===== config.mk =====
export PLATFORM = sky130hd
export DESIGN_NAME = key_sched_8
export DESIGN_NICKNAME = d
export VERILOG_FILES = /design/src/rtl/key_sched_8.sv
export SDC_FILE = /design/constraint.sdc
export NUM_CORES = 1
export LEC_CHECK = 0
export ABC_AREA = 1
export ABC_CLOCK_PERIOD_IN_PS = 6200
export CAP_MARGIN = 20
export CORE_MARGIN = 2
export CORE_UTILIZATION = 35
export CTS_BUF_LIST = sky130_fd_sc_hd__clkbuf_4
export DETAILED_ROUTE_END_ITERATION = 8
export GPL_TIMING_DRIVEN = 0
export HOLD_SLACK_MARGIN = 0.03
export PLACE_DENSITY = 0.62
export SYNTH_ARGS = -nofsm -noshare
export SYNTH_HDL_FRONTEND = slang
export SYNTH_SLANG_ARGS = --single-unit

===== constraint.sdc =====
create_clock -name clk -period 6.2 [get_ports clk]
set_clock_uncertainty 0.1 [all_clocks]
set_input_delay 0.93 -clock clk [delete_from_list [all_inputs] [get_ports clk]]
set_output_delay 0.93 -clock clk [all_outputs]
set_load 0.03 [all_outputs]

===== src/rtl/key_sched_8.sv =====
// Byte-serial AES-128 key schedule: loads a 16-byte cipher key, then streams
// all 11 round keys one byte per advance, with a fixed-delay copy for the datapath.
module key_sched_8 #(
    parameter int unsigned RK_DLY = 4
) (
    input  logic       clk,
    input  logic       rst,
    input  logic [7:0] key_in,
    input  logic       key_ld,
    input  logic       start,
    input  logic       key_adv,
    output logic [7:0] rk_out,
    output logic [7:0] rk_dly,
    output logic       rk_valid,
    output logic [3:0] round,
    output logic       last_round,
    output logic       key_ready
);

    typedef enum logic [1:0] {EMPTY, LOAD, READY, ROUND} state_t;

    localparam logic [0:255][7:0] SBOX = {
        128'h637c777bf26b6fc53001672bfed7ab76, 128'hca82c97dfa5947f0add4a2af9ca472c0,
        128'hb7fd9326363ff7cc34a5e5f171d83115, 128'h04c723c31896059a071280e2eb27b275,
        128'h09832c1a1b6e5aa0523bd6b329e32f84, 128'h53d100ed20fcb15b6acbbe394a4c58cf,
        128'hd0efaafb434d338545f9027f503c9fa8, 128'h51a3408f929d38f5bcb6da2110fff3d2,
        128'hcd0c13ec5f974417c4a77e3d645d1973, 128'h60814fdc222a908846eeb814de5e0bdb,
        128'he0323a0a4906245cc2d3ac629195e479, 128'he7c8376d8dd54ea96c56f4ea657aae08,
        128'hba78252e1ca6b4c6e8dd741f4bbd8b8a, 128'h703eb5664803f60e613557b986c11d9e,
        128'he1f8981169d98e949b1e87e9ce5528df, 128'h8ca1890dbfe6426841992d0fb054bb16
    };

    state_t     r_state;
    state_t     w_state_nxt;
    logic [7:0] r_rk [16];
    logic [7:0] r_bk [16];
    logic [7:0] r_rcon;
    logic [3:0] r_byte_cnt;
    logic [3:0] r_round_cnt;
    logic [7:0] r_dly [RK_DLY];

    logic       w_shift;
    logic       w_load_bk;
    logic [7:0] w_shift_in;
    logic [3:0] w_cnt_nxt;
    logic [3:0] w_round_nxt;
    logic [7:0] w_rcon_nxt;
    logic [7:0] w_sbox_in;
    logic [7:0] w_sbox_out;
    logic [7:0] w_xtime;
    logic [7:0] w_gen;

    // One S-box lookup per cycle: tap 9 holds RotWord's last byte at j=3.
    assign w_sbox_in  = (r_byte_cnt == 4'd3) ? r_rk[9] : r_rk[13];
    assign w_sbox_out = SBOX[w_sbox_in];
    assign w_xtime    = {r_rcon[6:0], 1'b0} ^ (r_rcon[7] ? 8'h1b : 8'h00);

    always_comb begin
        w_gen = r_rk[0] ^ r_rk[12];
        if (r_round_cnt == 4'd10) begin
            w_gen = r_bk[r_byte_cnt];
        end else if (r_byte_cnt == 4'd0) begin
            w_gen = r_rk[0] ^ w_sbox_out ^ r_rcon;
        end else if (r_byte_cnt <= 4'd3) begin
            w_gen = r_rk[0] ^ w_sbox_out;
        end
    end

    always_comb begin
        w_state_nxt = r_state;
        w_shift     = 1'b0;
        w_load_bk   = 1'b0;
        w_shift_in  = key_in;
        w_cnt_nxt   = r_byte_cnt;
        w_round_nxt = r_round_cnt;
        w_rcon_nxt  = r_rcon;
        case (r_state)
            EMPTY: begin
                if (key_ld) begin
                    w_shift     = 1'b1;
                    w_cnt_nxt   = 4'd1;
                    w_state_nxt = LOAD;
                end
            end
            LOAD: begin
                if (key_ld) begin
                    w_shift   = 1'b1;
                    w_cnt_nxt = r_byte_cnt + 4'd1;
                    if (r_byte_cnt == 4'd15) begin
                        w_load_bk   = 1'b1;
                        w_state_nxt = READY;
                    end
                end
            end
            READY: begin
                if (key_ld) begin
                    w_shift     = 1'b1;
                    w_cnt_nxt   = 4'd1;
                    w_state_nxt = LOAD;
                end else if (start) begin
                    w_cnt_nxt   = '0;
                    w_round_nxt = '0;
                    w_rcon_nxt  = 8'h01;
                    w_state_nxt = ROUND;
                end
            end
            ROUND: begin
                if (key_adv) begin
                    w_shift    = 1'b1;
                    w_shift_in = w_gen;
                    w_cnt_nxt  = r_byte_cnt + 4'd1;
                    if (r_byte_cnt == 4'd15) begin
                        w_rcon_nxt  = w_xtime;
                        w_round_nxt = r_round_cnt + 4'd1;
                        if (r_round_cnt == 4'd10) begin
                            w_rcon_nxt  = 8'h01;
                            w_round_nxt = '0;
                            w_state_nxt = READY;
                        end
                    end
                end
            end
            default: w_state_nxt = EMPTY;
        endcase
    end

    always_ff @(posedge clk) begin
        if (rst) r_state <= EMPTY;
        else     r_state <= w_state_nxt;
    end

    always_ff @(posedge clk) begin
        if (rst) begin
            for (int unsigned i = 0; i < 16; i++) begin
                r_rk[i] <= '0;
                r_bk[i] <= '0;
            end
            r_rcon      <= 8'h01;
            r_byte_cnt  <= '0;
            r_round_cnt <= '0;
        end else begin
            if (w_shift) begin
                for (int unsigned i = 0; i < 15; i++) r_rk[i] <= r_rk[i+1];
                r_rk[15] <= w_shift_in;
            end
            // Backup captures the post-shift key, i.e. including the 16th byte.
            if (w_load_bk) begin
                for (int unsigned i = 0; i < 15; i++) r_bk[i] <= r_rk[i+1];
                r_bk[15] <= key_in;
            end
            r_rcon      <= w_rcon_nxt;
            r_byte_cnt  <= w_cnt_nxt;
            r_round_cnt <= w_round_nxt;
        end
    end

    always_ff @(posedge clk) begin
        if (rst) begin
            for (int unsigned i = 0; i < RK_DLY; i++) r_dly[i] <= '0;
        end else begin
            r_dly[0] <= r_rk[0];
            for (int unsigned i = 1; i < RK_DLY; i++) r_dly[i] <= r_dly[i-1];
        end
    end

    assign rk_out     = r_rk[0];
    assign rk_dly     = r_dly[RK_DLY-1];
    assign rk_valid   = (r_state == ROUND);
    assign round      = r_round_cnt;
    assign last_round = (r_state == ROUND) && (r_round_cnt == 4'd10);
    assign key_ready  = (r_state == READY);

endmodule


Yosys cells after proc, flatten, opt, wreduce, memory -nomap -nowiden
Memory sizes are Yosys's and may differ from the RTL's. A register that Yosys moved wholly into a read port is not among the register bits. Index checks and enable logic that the tools add are counted.

Multiplexer cells: 88. Magnitude comparators: 2. Reduce and logical (&&, ||, !) cells: 8. Bitwise logic cells: 41. Equal/unequal tests: 15. Add/sub/neg operators: 2.

Operators with widths (number): two-way mux 8 bit (49); two-way mux 4 bit (11); bitwise OR 1 bit (36); bitwise XOR 8 bit (3); two-way mux 2 bit (8); one-hot mux 4 bit (4 select lines) (1); one-hot mux 8 bit (2 select lines) (1); two-way mux 1 bit (14); inequality test 2 bit, second input constant (6); greater-or-equal comparator 9 bit, second input constant (1); NOT 8 -> 9 bit (1); adder 4 x 1 -> 4 bit, second input constant (2); == test 4 bit, second input constant (2); one-hot mux 2 bit (4 select lines) (1); one-hot mux 4 bit (2 select lines) (1); bitwise XOR 8 x 5 -> 8 bit (1); AND reduction 7 bit (1); two-way mux 5 bit (1); AND reduction 5 bit (1); == test 2 bit, second input constant (2); == test 4 x 2 -> 1 bit, second input constant (1); <= comparator 4 x 2 -> 1 bit, second input constant (1); logical NOT 4 bit (1); inequality test 2 x 1 -> 1 bit, second input constant (2); 8 further kinds (8).

Word-level logic and storage cells: 164. Bits in writable memories: 288. Flip-flop bits (word level): 18. Bits in read-only memories: 2048. Memories: 4. Bits of input ports: 13.

Memories: (no name shown) (depth 256, width 8, read ports 1, clocked after Yosys merged registers in 0, write ports 0, line 55) `assign w_sbox_out = SBOX[w_sbox_in];`; r_bk (depth 16, width 8, read ports 1, clocked after Yosys merged registers in 1, write ports 16, line 36) `logic [7:0] r_bk [16];`; r_rk (depth 16, width 8, read ports 16, clocked after Yosys merged registers in 0, write ports 16, line 35) `logic [7:0] r_rk [16];`; r_dly (depth 4, width 8, read ports 4, clocked after Yosys merged registers in 0, write ports 4, line 40) `logic [7:0] r_dly [RK_DLY];`.

Depth between registers and ports, before layout
Gate-level depths: netlist of the first run.

Depth after elaboration: 13. Depth in mapped cells: 26. Depth with buffers taken out: 24.

Worst setup path before layout of the first run
OpenSTA, ideal clock, no wires.

Path type: input to register. Start point: input port key_adv. End point: memory r_rk[0][0], enable pin. Stages on the path: 4. Path slack: 1698 ps. Data arrival time: 3284 ps. Data required time: 4982 ps. Path through: inv_1 -> nor2_1 -> a21oi_1 -> nand2_1.

RTL lines: from (decl) (line 11) `input logic key_adv,`; to (decl) (line 35).

==> results by stage, run 1 <==
Status:
- The run finished with clean final reports.

Worst setup path:
- The worst setup slack for register-to-register paths is 1.72 ns.
- The endpoint of the most critical register-to-register path is r_rk[1][61]$_SDFFCE_PP0P_.
- The signal arrival time at the worst endpoint is 4.85 ns.
- The startpoint-to-endpoint class of the critical path is register to register.
- The launching point of the worst reg2reg path is r_byte_cnt[0]$_SDFFE_PP0P_.
- The worst setup path is launched from a register.
- The worst reg2reg path depth is 20.
- The capturing element type of the critical path is a register.
- The required time reported for the critical path endpoint is 6.57 ns.
- Of all nets on the critical path, the largest fanout is 10.

Synth:
- The count of state elements after synthesis is 310.
- The share of the Yosys chip area taken by registers is 0.549.
- The number of warning messages in the yosys log is 0.
- The synthesized netlist contains 35 unique library cells.
- The most area-hungry cell type in the Yosys netlist is sky130_fd_sc_hd__edfxtp_1.
- The mapped cell area is 16000 sq um.
- The synthesized netlist cell count is 1886.
- By area the synthesized netlist is led by sky130_fd_sc_hd__edfxtp_1, sky130_fd_sc_hd__nand3_1, sky130_fd_sc_hd__nor2_1, sky130_fd_sc_hd__nand2_1, sky130_fd_sc_hd__dfxtp_1.
- Each instance of the synthesized netlist takes up on average 8.47 sq um.
- Synthesis produced a netlist with a net count of 1911.
- Of the post-synthesis cell area, the dominant cell type holds 0.481.

Power and ir drop:
- The total leakage power is 7.55 nW.
- Overall power consumption after layout is estimated at 5.28 mW.
- The power per cell area is 290 nW/um^2.
- Across the VDD grid, the largest voltage drop is 152 uV.

GRT:
- The overall global routing resource usage is 0.256.
- The total global routing overflow is 0.
- The first global-routing pass estimated 89.6 mm of wire.
- The initial antenna violation count is 0.
- The pin count of the biggest net entering global routing is 66.
- The via count of the first global-routing pass is 14100.

Finish:
- The filler cells instantiated in the layout total 4581.
- The final standard cell count with taps included and fillers excluded is 2653.
- Summing all non-filler instances in the final layout gives an area of 18200 sq um.
- The count of nets after finishing is 2026.
- Of the cells placed in the final design, the portion with a size suffix greater than 1 is 0.108.
- Relative to the synthesized area, the layout overhead comes to 14.0%.
- The antenna diode instance count is 0.

Placed design:
- Summing all placed instances gives a cell area of 17200 sq um.
- The HPWL after detailed placement is 42.9 mm.
- After detailed placement, the design holds a cell count of 2525.
- At the placement stage, the worst setup path has a slack of 1.91 ns.
- The final RePlAce weighted congestion is 1.02.
- The number of port buffers is 35.

STA:
- The fmax is 223 MHz.
- Setup repair after global routing left no endpoint under its margin.
- The minimum clock period is 4.48 ns.
- The final cycle utilization of the critical path is 0.722.
- The number of slew-limit violations in the final report was 0.
- The accumulated negative setup slack is 0 ns.
- At the pin with the least slew margin, the transition time is 0.953 ns.
- Measured against its own limit, the worst slew margin works out to 0.365.
- Setup violations remaining at the end of the flow were counted as 0.
- The worst-case setup margin in the final layout is 1.72 ns.
- The number of endpoints with negative hold slack in the final report is 0.

Floorplan:
- The vertical extent of the die is 218 um.
- The die covers 47400 sq um.
- The number of ports placed on the die boundary is 36.
- After floorplanning, the core was divided into 78 placement rows.
- The starting density of the core is 0.354.
- The width of the die is 218 um.
- The core footprint is 45200 sq um.

Route:
- The detail route stage leaves a number of antenna-violating nets equal to 0.
- The first-pass iteration count of the detailed router is 6.
- In the routed layout, each cell is associated on average with a via count of 5.52.
- The DRC violations left is 0.
- After detailed routing, the average wire length per cell comes to 22.9 um.
- For this block, the routed nets add up to 60.7 mm of wire.
- The via count is 14600.
- For this block, the initial DRC count from the detailed router was 2036.

Hold path:
- The worst hold path terminates at r_dly[2][3]$_SDFF_PP0_.
- The worst hold path stage count is 2.
- The min-delay analysis places its worst path in the category register to register.
- The worst min-delay path startpoint is r_dly[1][3]$_SDFF_PP0_.

Clock tree:
- The clock latency at the later pin of the worst-skew pair is 0.75 ns.
- In this run, post-CTS hold repair placed 0 buffers.
- The maximum clock path buffer count is 3.
- The clock net sink count is 310.
- Buffers added to address setup during post-CTS repair amount to 0.
- The number of instances resized during post-cts repair is 0.
- TritonCTS built the clock tree.
- The clock-pin slew reported for the worst setup and hold paths after clock tree synthesis is 0.06 ns.
- The number of buffers created by CTS is 74.
- The clock tree synthesis step divided the H-tree into 3 levels.
- The clock root buffer is sky130_fd_sc_hd__clkbuf_4.

Run:
- The max-capacitance violation count is 0.
==> synth_stat cells <==
master                     count
sky130_fd_sc_hd__nor2_2        1
sky130_fd_sc_hd__a21boi_0      1
sky130_fd_sc_hd__clkinv_1      3
sky130_fd_sc_hd__nor2_1      335
sky130_fd_sc_hd__nand4_1       4
sky130_fd_sc_hd__o21ai_2       1
sky130_fd_sc_hd__o22ai_1      10
sky130_fd_sc_hd__dfxtp_1      54
sky130_fd_sc_hd__o21ai_4       2
sky130_fd_sc_hd__inv_4         1
sky130_fd_sc_hd__a21oi_1      44
sky130_fd_sc_hd__ha_1         12
sky130_fd_sc_hd__nor3b_1       1
sky130_fd_sc_hd__xnor2_1       1
sky130_fd_sc_hd__nand3b_1      1
sky130_fd_sc_hd__or2_2         1
sky130_fd_sc_hd__nand2_4       3
sky130_fd_sc_hd__inv_2         4
sky130_fd_sc_hd__nand2_2      14
sky130_fd_sc_hd__nand3_1     384
sky130_fd_sc_hd__nor2_4        1
sky130_fd_sc_hd__o221ai_1     22
sky130_fd_sc_hd__clkbuf_1     53
sky130_fd_sc_hd__buf_1         1
sky130_fd_sc_hd__a211oi_1      4
sky130_fd_sc_hd__buf_6        12
sky130_fd_sc_hd__edfxtp_1    256
sky130_fd_sc_hd__o211ai_1      9
sky130_fd_sc_hd__inv_1       217
sky130_fd_sc_hd__o21ai_0      81
sky130_fd_sc_hd__nand3_2       3
sky130_fd_sc_hd__nor3_1        6
sky130_fd_sc_hd__nand2_1     289
sky130_fd_sc_hd__buf_2        34
sky130_fd_sc_hd__buf_4        21
==> layer usage <==
| metal | up-vias | part of all wire | track usage |
|---|---|---|---|
| met5 | - | 0 | 0 |
| met4 | 0 | 0.043 | 0.113 |
| met3 | 166 | 0.10 | 0.0522 |
| met2 | 894 | 0.43 | 0.386 |
| met1 | 7013 | 0.42 | 0.356 |
| li1 | 6564 | - | - |
==> report_power, final <==
group | switching, mW | leakage (nW) | internal, mW
clock | 0.827 | 0.591 | 0.984
combinational | 0.784 | 3.79 | 0.281
sequential | 0.0434 | 3.16 | 2.36
==> state kept, by name, indices dropped and copies added (netlist names), named ones only <==
name / count
r_dly: 32
r_bk: 128
r_rcon: 8
r_state: 2
r_byte_cnt: 4
r_rk: 128
round: 4
==> metrics by stage <==
| step | utilization | hold slack [ns] |
|---|---|---|
| finish | 0.403 | 0.297 |
| global route | 0.403 | 0.308 |
| CTS | 0.403 | 0.299 |
| detailed placement | 0.381 | 0.294 |
| global placement | 0.378 | 0.293 |
| floorplan | - | 0.288 |
==> cells in the final DEF (no fill, tap or decap), drive strengths merged <==
cell type and count:
a211oi 4, a21boi 1, a21oi 44, buf 72, bufinv 4, clkbuf 164
clkdlybuf4s50 35, clkinv 14, clkinvlp 1, dfxtp 54, edfxtp 256, ha 12
inv 223, nand2 306, nand3 387, nand3b 1, nand4 4, nor2 337
nor3 6, nor3b 1, o211ai 9, o21ai 84, o221ai 22, o22ai 10
or2 1, xnor2 1
==> area by class of cell <==
cell class | count | area, sq um | share of cell area
multi-input cells | 1230 | 5710 | 0.314
plain buffers | 121 | 666 | 0.0366
clock buffers | 111 | 833 | 0.0458
repair buffers | 39 | 453 | 0.0249
inverters | 225 | 847 | 0.0465
flip-flops and latches | 310 | 8770 | 0.482
clock inverters | 17 | 179 | 0.00983
well taps | 600 | 751 | 0.0412
==> how the worst max path moves through the flow <==
stage | slack [ns] | cells after the start | to | start
after floorplan | 1.70 | 4 | r_rk[0][0]$_SDFFCE_PN0P_ | key_adv
after global placement | -0.45 | 3 | r_rk[0][49]$_SDFFCE_PN0P_ | key_ld
after detailed placement | 1.91 | 20 | r_rk[1][61]$_SDFFCE_PP0P_ | r_byte_cnt[0]$_SDFFE_PP0P_
after CTS | 1.86 | 20 | r_rk[1][61]$_SDFFCE_PP0P_ | r_byte_cnt[0]$_SDFFE_PP0P_
after global routing | 1.54 | 20 | r_rk[1][61]$_SDFFCE_PP0P_ | r_byte_cnt[0]$_SDFFE_PP0P_
final | 1.72 | 20 | r_rk[1][61]$_SDFFCE_PP0P_ | r_byte_cnt[0]$_SDFFE_PP0P_
==> worst max-delay path, cell delays in order, from the launching register on <==
cell	delay, ns
sky130_fd_sc_hd__dfxtp_1	0.34
sky130_fd_sc_hd__ha_1	0.14
sky130_fd_sc_hd__buf_2	0.28
sky130_fd_sc_hd__nand2_4	0.14
sky130_fd_sc_hd__nand2_1	0.08
sky130_fd_sc_hd__nand2_1	0.28
sky130_fd_sc_hd__ha_1	0.35
sky130_fd_sc_hd__nand3_1	0.52
sky130_fd_sc_hd__nand3_1	0.49
sky130_fd_sc_hd__nand3_1	0.20
sky130_fd_sc_hd__nand3_1	0.08
sky130_fd_sc_hd__nand2_1	0.08
sky130_fd_sc_hd__nand2_1	0.05
sky130_fd_sc_hd__nand2_1	0.20
sky130_fd_sc_hd__nand2_1	0.14
sky130_fd_sc_hd__nand3_1	0.14
sky130_fd_sc_hd__nand3_1	0.10
sky130_fd_sc_hd__a21oi_1	0.14
sky130_fd_sc_hd__nand2_1	0.15
sky130_fd_sc_hd__nand2_1	0.13
sky130_fd_sc_hd__nand2_1	0.06
==> logic make-up after synthesis <==
group / count (synthesis) / share of synthesized area
adders and majority gates: 12 / 0.00940
DFF: 310 / 0.549
and+or+nand+nor: 1043 / 0.282
xor gates and xnor gates: 1 / 0.000548
buffers and inverters: 346 / 0.0947
AOI/OAI and AO/OA: 174 / 0.0643
Power figures use the tool's default switching activity.
==> inputs of run 2 (changes only) <==
- ABC_CLOCK_PERIOD_IN_PS: 6200 -> 4600
- clock period: 6.2 -> 4.6 ns (I/O delays scaled with it)
==> run 2 against run 1 <==
  * Critical path depth rose by 1
  * Register-to-register slack lost 1.5 ns
  * Non-clock buffer count stayed put
  * Power is 35% higher
  * Sequential share of layout area is essentially flat
  * Combinational power grew 35%
  * First-iteration DRC count grew 4.5%
  * Hold slack about the same
  * Setup slack lost 1.5 ns
  * Largest power group unchanged
==> results by stage, run 2 (same netlist as run 1, synthesis figures left out) <==
Clock tree:
- The clock latency at the later pin of the worst-skew pair is 0.73 ns (was 0.75 ns).
- The number of buffers created by CTS is 74 (unchanged).
- The setup fix buffers added after clock tree synthesis is 0 (unchanged).
- The clock net sink count came to 310 (unchanged).
- The clock root buffer is sky130_fd_sc_hd__clkbuf_4 (unchanged).
- The maximum level of the CTS H-tree was 3 (unchanged).
- The maximum clock path buffer count is 3 (unchanged).
- The CTS tree is yes (unchanged).
- The clock-pin slew reported for the worst setup and hold paths after clock tree synthesis is 0.07 ns (was 0.06 ns).
- The total of hold buffers inserted after clock tree synthesis was 0 (unchanged).

STA:
- RSZ-0062 raised after global routing: no (unchanged).
- The number of endpoints with negative hold slack in the final report is 0 (unchanged).
- The accumulated negative setup slack is 0 ns (unchanged).
- The headroom to the max-slew limit is 0.377 (was 0.365).
- The worst hold slack is 0.297 ns (about the same).
- The final cycle utilization of the critical path is 0.954 (was 0.722).
- The number of slew-limit violations in the final report is 0 (unchanged).
- The number of endpoints failing setup at the final stage was 0 (unchanged).
- The minimum clock period is 4.39 ns (was 4.48 ns).
- The worst-case setup margin in the final layout came to 0.212 ns (was 1.72 ns).
- The slew at the pin closest to its max-slew limit came to 0.934 ns (was 0.953 ns).
- The fmax came to 228 MHz (was 223 MHz).

Route:
- The remaining antenna violation count is 0 (unchanged).
- The DRC violations left is 0 (unchanged).
- The routed wirelength normalized by instance count is 22.9 um (about the same).
- The via count is 14600 (about the same).
- The first-pass iteration count of the detailed router is 6 (unchanged).
- The average via count per standard cell is 5.52 (about the same).
- The DRC violation total after the first TritonRoute iteration was 2128 (was 2036).
- The total length of routed wires is 60.8 mm (was 60.7 mm).

GRT:
- The total global routing overflow is 0 (unchanged).
- The pin count of the biggest net entering global routing is 66 (unchanged).
- The via count of the first global-routing pass was 14100 (unchanged).
- The first-pass GRT wire length is 89.6 mm (unchanged).
- The initial antenna violation count is 0 (unchanged).
- The overall global routing resource usage is 0.256 (unchanged).

Placed design:
- The number of port buffers came to 35 (unchanged).
- The post-placement cell area is 17200 sq um (unchanged).
- The number of cells after detailed placement is 2525 (unchanged).
- The sum of net half-perimeters after detailed placement is 42.9 mm (unchanged).
- The post-place setup slack is 0.309 ns (was 1.91 ns).
- The final RePlAce weighted congestion came to 1.02 (unchanged).

Worst setup path:
- The nature of the critical path startpoint is a register (unchanged).
- The startpoint-to-endpoint class of the critical path is register to register (unchanged).
- The signal arrival time at the worst endpoint is 4.76 ns (was 4.85 ns).
- The capturing element type of the critical path is a register (unchanged).
- The top fanout value on the critical path was 10 (unchanged).
- The required time reported for the critical path endpoint is 4.98 ns (was 6.57 ns).

Run:
- The max-capacitance violation count is 0 (unchanged).

Finish:
- Top Registers: r_bk x128, r_rk x128, r_dly x32 (unchanged).
- The post-layout utilization of the core came to 0.403 (about the same).
- The final standard cell count with taps included and fillers excluded is 2653 (unchanged).
- The antenna diode instance count is 0 (unchanged).
- The most common cell after layout, fill and taps aside was sky130_fd_sc_hd__nand3_1 (unchanged).
- The fraction of layout cells with a size suffix above 1 came to 0.109 (was 0.108).
- The post-route cell area is 18200 sq um (about the same).
- The count of nets after finishing is 2026 (unchanged).
- Commonest cells after routing, fill and taps aside: sky130_fd_sc_hd__nand3_1, sky130_fd_sc_hd__nor2_1, sky130_fd_sc_hd__nand2_1, sky130_fd_sc_hd__edfxtp_1, sky130_fd_sc_hd__inv_1 (unchanged).
- The signed area change from the synthesized netlist to the final layout is 14.0% (about the same).

Power and ir drop:
- The total power consumption of the routed design is 7.12 mW (was 5.28 mW).
- The total leakage power is 7.55 nW (about the same).
- The peak ir drop on the vdd network is 205 uV (was 152 uV).
- The power per cell area was 391 nW/um^2 (was 290 nW/um^2).

Floorplan:
- The number of ports placed on the die boundary is 36 (unchanged).
- The width of the die was 218 um (unchanged).
- The starting density of the core is 0.354 (unchanged).
- The vertical extent of the die was 218 um (unchanged).
- The number of cell rows is 78 (unchanged).
- The core footprint is 45200 sq um (unchanged).
- The full die area was 47400 sq um (unchanged).

Hold path:
- The worst hold path class was register to register (unchanged).

Status:
- Outcome: finished, final reports clean (unchanged).
run 2: worst paths after layout:
kind | from | endpoint | slack [ns] | depth (start not counted)
worst min register to register | r_dly[1][3]$_SDFF_PP0_ | r_dly[2][3]$_SDFF_PP0_ | 0.30 | 2
worst min-delay path | r_dly[1][3]$_SDFF_PP0_ | r_dly[2][3]$_SDFF_PP0_ | 0.30 | 2
worst max-delay path | r_byte_cnt[0]$_SDFFE_PP0P_ | r_rk[1][62]$_SDFFCE_PP0P_ | 0.21 | 21
worst max register to register | r_byte_cnt[0]$_SDFFE_PP0P_ | r_rk[1][62]$_SDFFCE_PP0P_ | 0.21 | 21
run 2: repair_timing:
item                                    in CTS  in global routing
resized for setup                            0                  2
endpoints found under the setup margin       0                  4
hold endpoints to repair                     0                  0
run 2: where the power goes:
group | switching [mW] | internal (mW)
clock | 1.11 | 1.33
combinational | 1.06 | 0.379
sequential | 0.0583 | 3.18
run 2: final cells by class:
class,instances,area (sq um)
tap,600,751
inverter,225,847
timing repair buffer,39,453
clock inverter,17,179
multi-input combinational,1230,5720
sequential,310,8770
buffer,121,666
fill,4581,27000
clock buffer,111,833
run 2: critical path, cell delays in order (launching register included):
cell	delay [ns]
sky130_fd_sc_hd__dfxtp_1	0.34
sky130_fd_sc_hd__ha_1	0.14
sky130_fd_sc_hd__buf_2	0.28
sky130_fd_sc_hd__nand2_4	0.14
sky130_fd_sc_hd__buf_6	0.18
sky130_fd_sc_hd__nand2_1	0.07
sky130_fd_sc_hd__nand2_2	0.22
sky130_fd_sc_hd__ha_1	0.29
sky130_fd_sc_hd__inv_1	0.08
sky130_fd_sc_hd__nand3_1	0.45
sky130_fd_sc_hd__nand2_1	0.36
sky130_fd_sc_hd__nand3_1	0.18
sky130_fd_sc_hd__nand3_1	0.14
sky130_fd_sc_hd__nand3_1	0.22
sky130_fd_sc_hd__nand2_1	0.15
sky130_fd_sc_hd__nand2_1	0.06
sky130_fd_sc_hd__nand3_1	0.15
sky130_fd_sc_hd__nand3_1	0.11
sky130_fd_sc_hd__a21oi_1	0.13
sky130_fd_sc_hd__nand2_1	0.15
sky130_fd_sc_hd__nand2_1	0.12
sky130_fd_sc_hd__nand2_1	0.06
run 2: metal layers:
| metal | vias up | wire length [um] | part of all wire | track usage |
|---|---|---|---|---|
| li1 | 6564 | - | - | - |
| met1 | 6978 | 25600 | 0.42 | 0.356 |
| met2 | 913 | 26200 | 0.43 | 0.386 |
| met3 | 178 | 6310 | 0.10 | 0.0522 |
| met4 | 0 | 2730 | 0.045 | 0.113 |
| met5 | - | 0 | 0 | 0 |
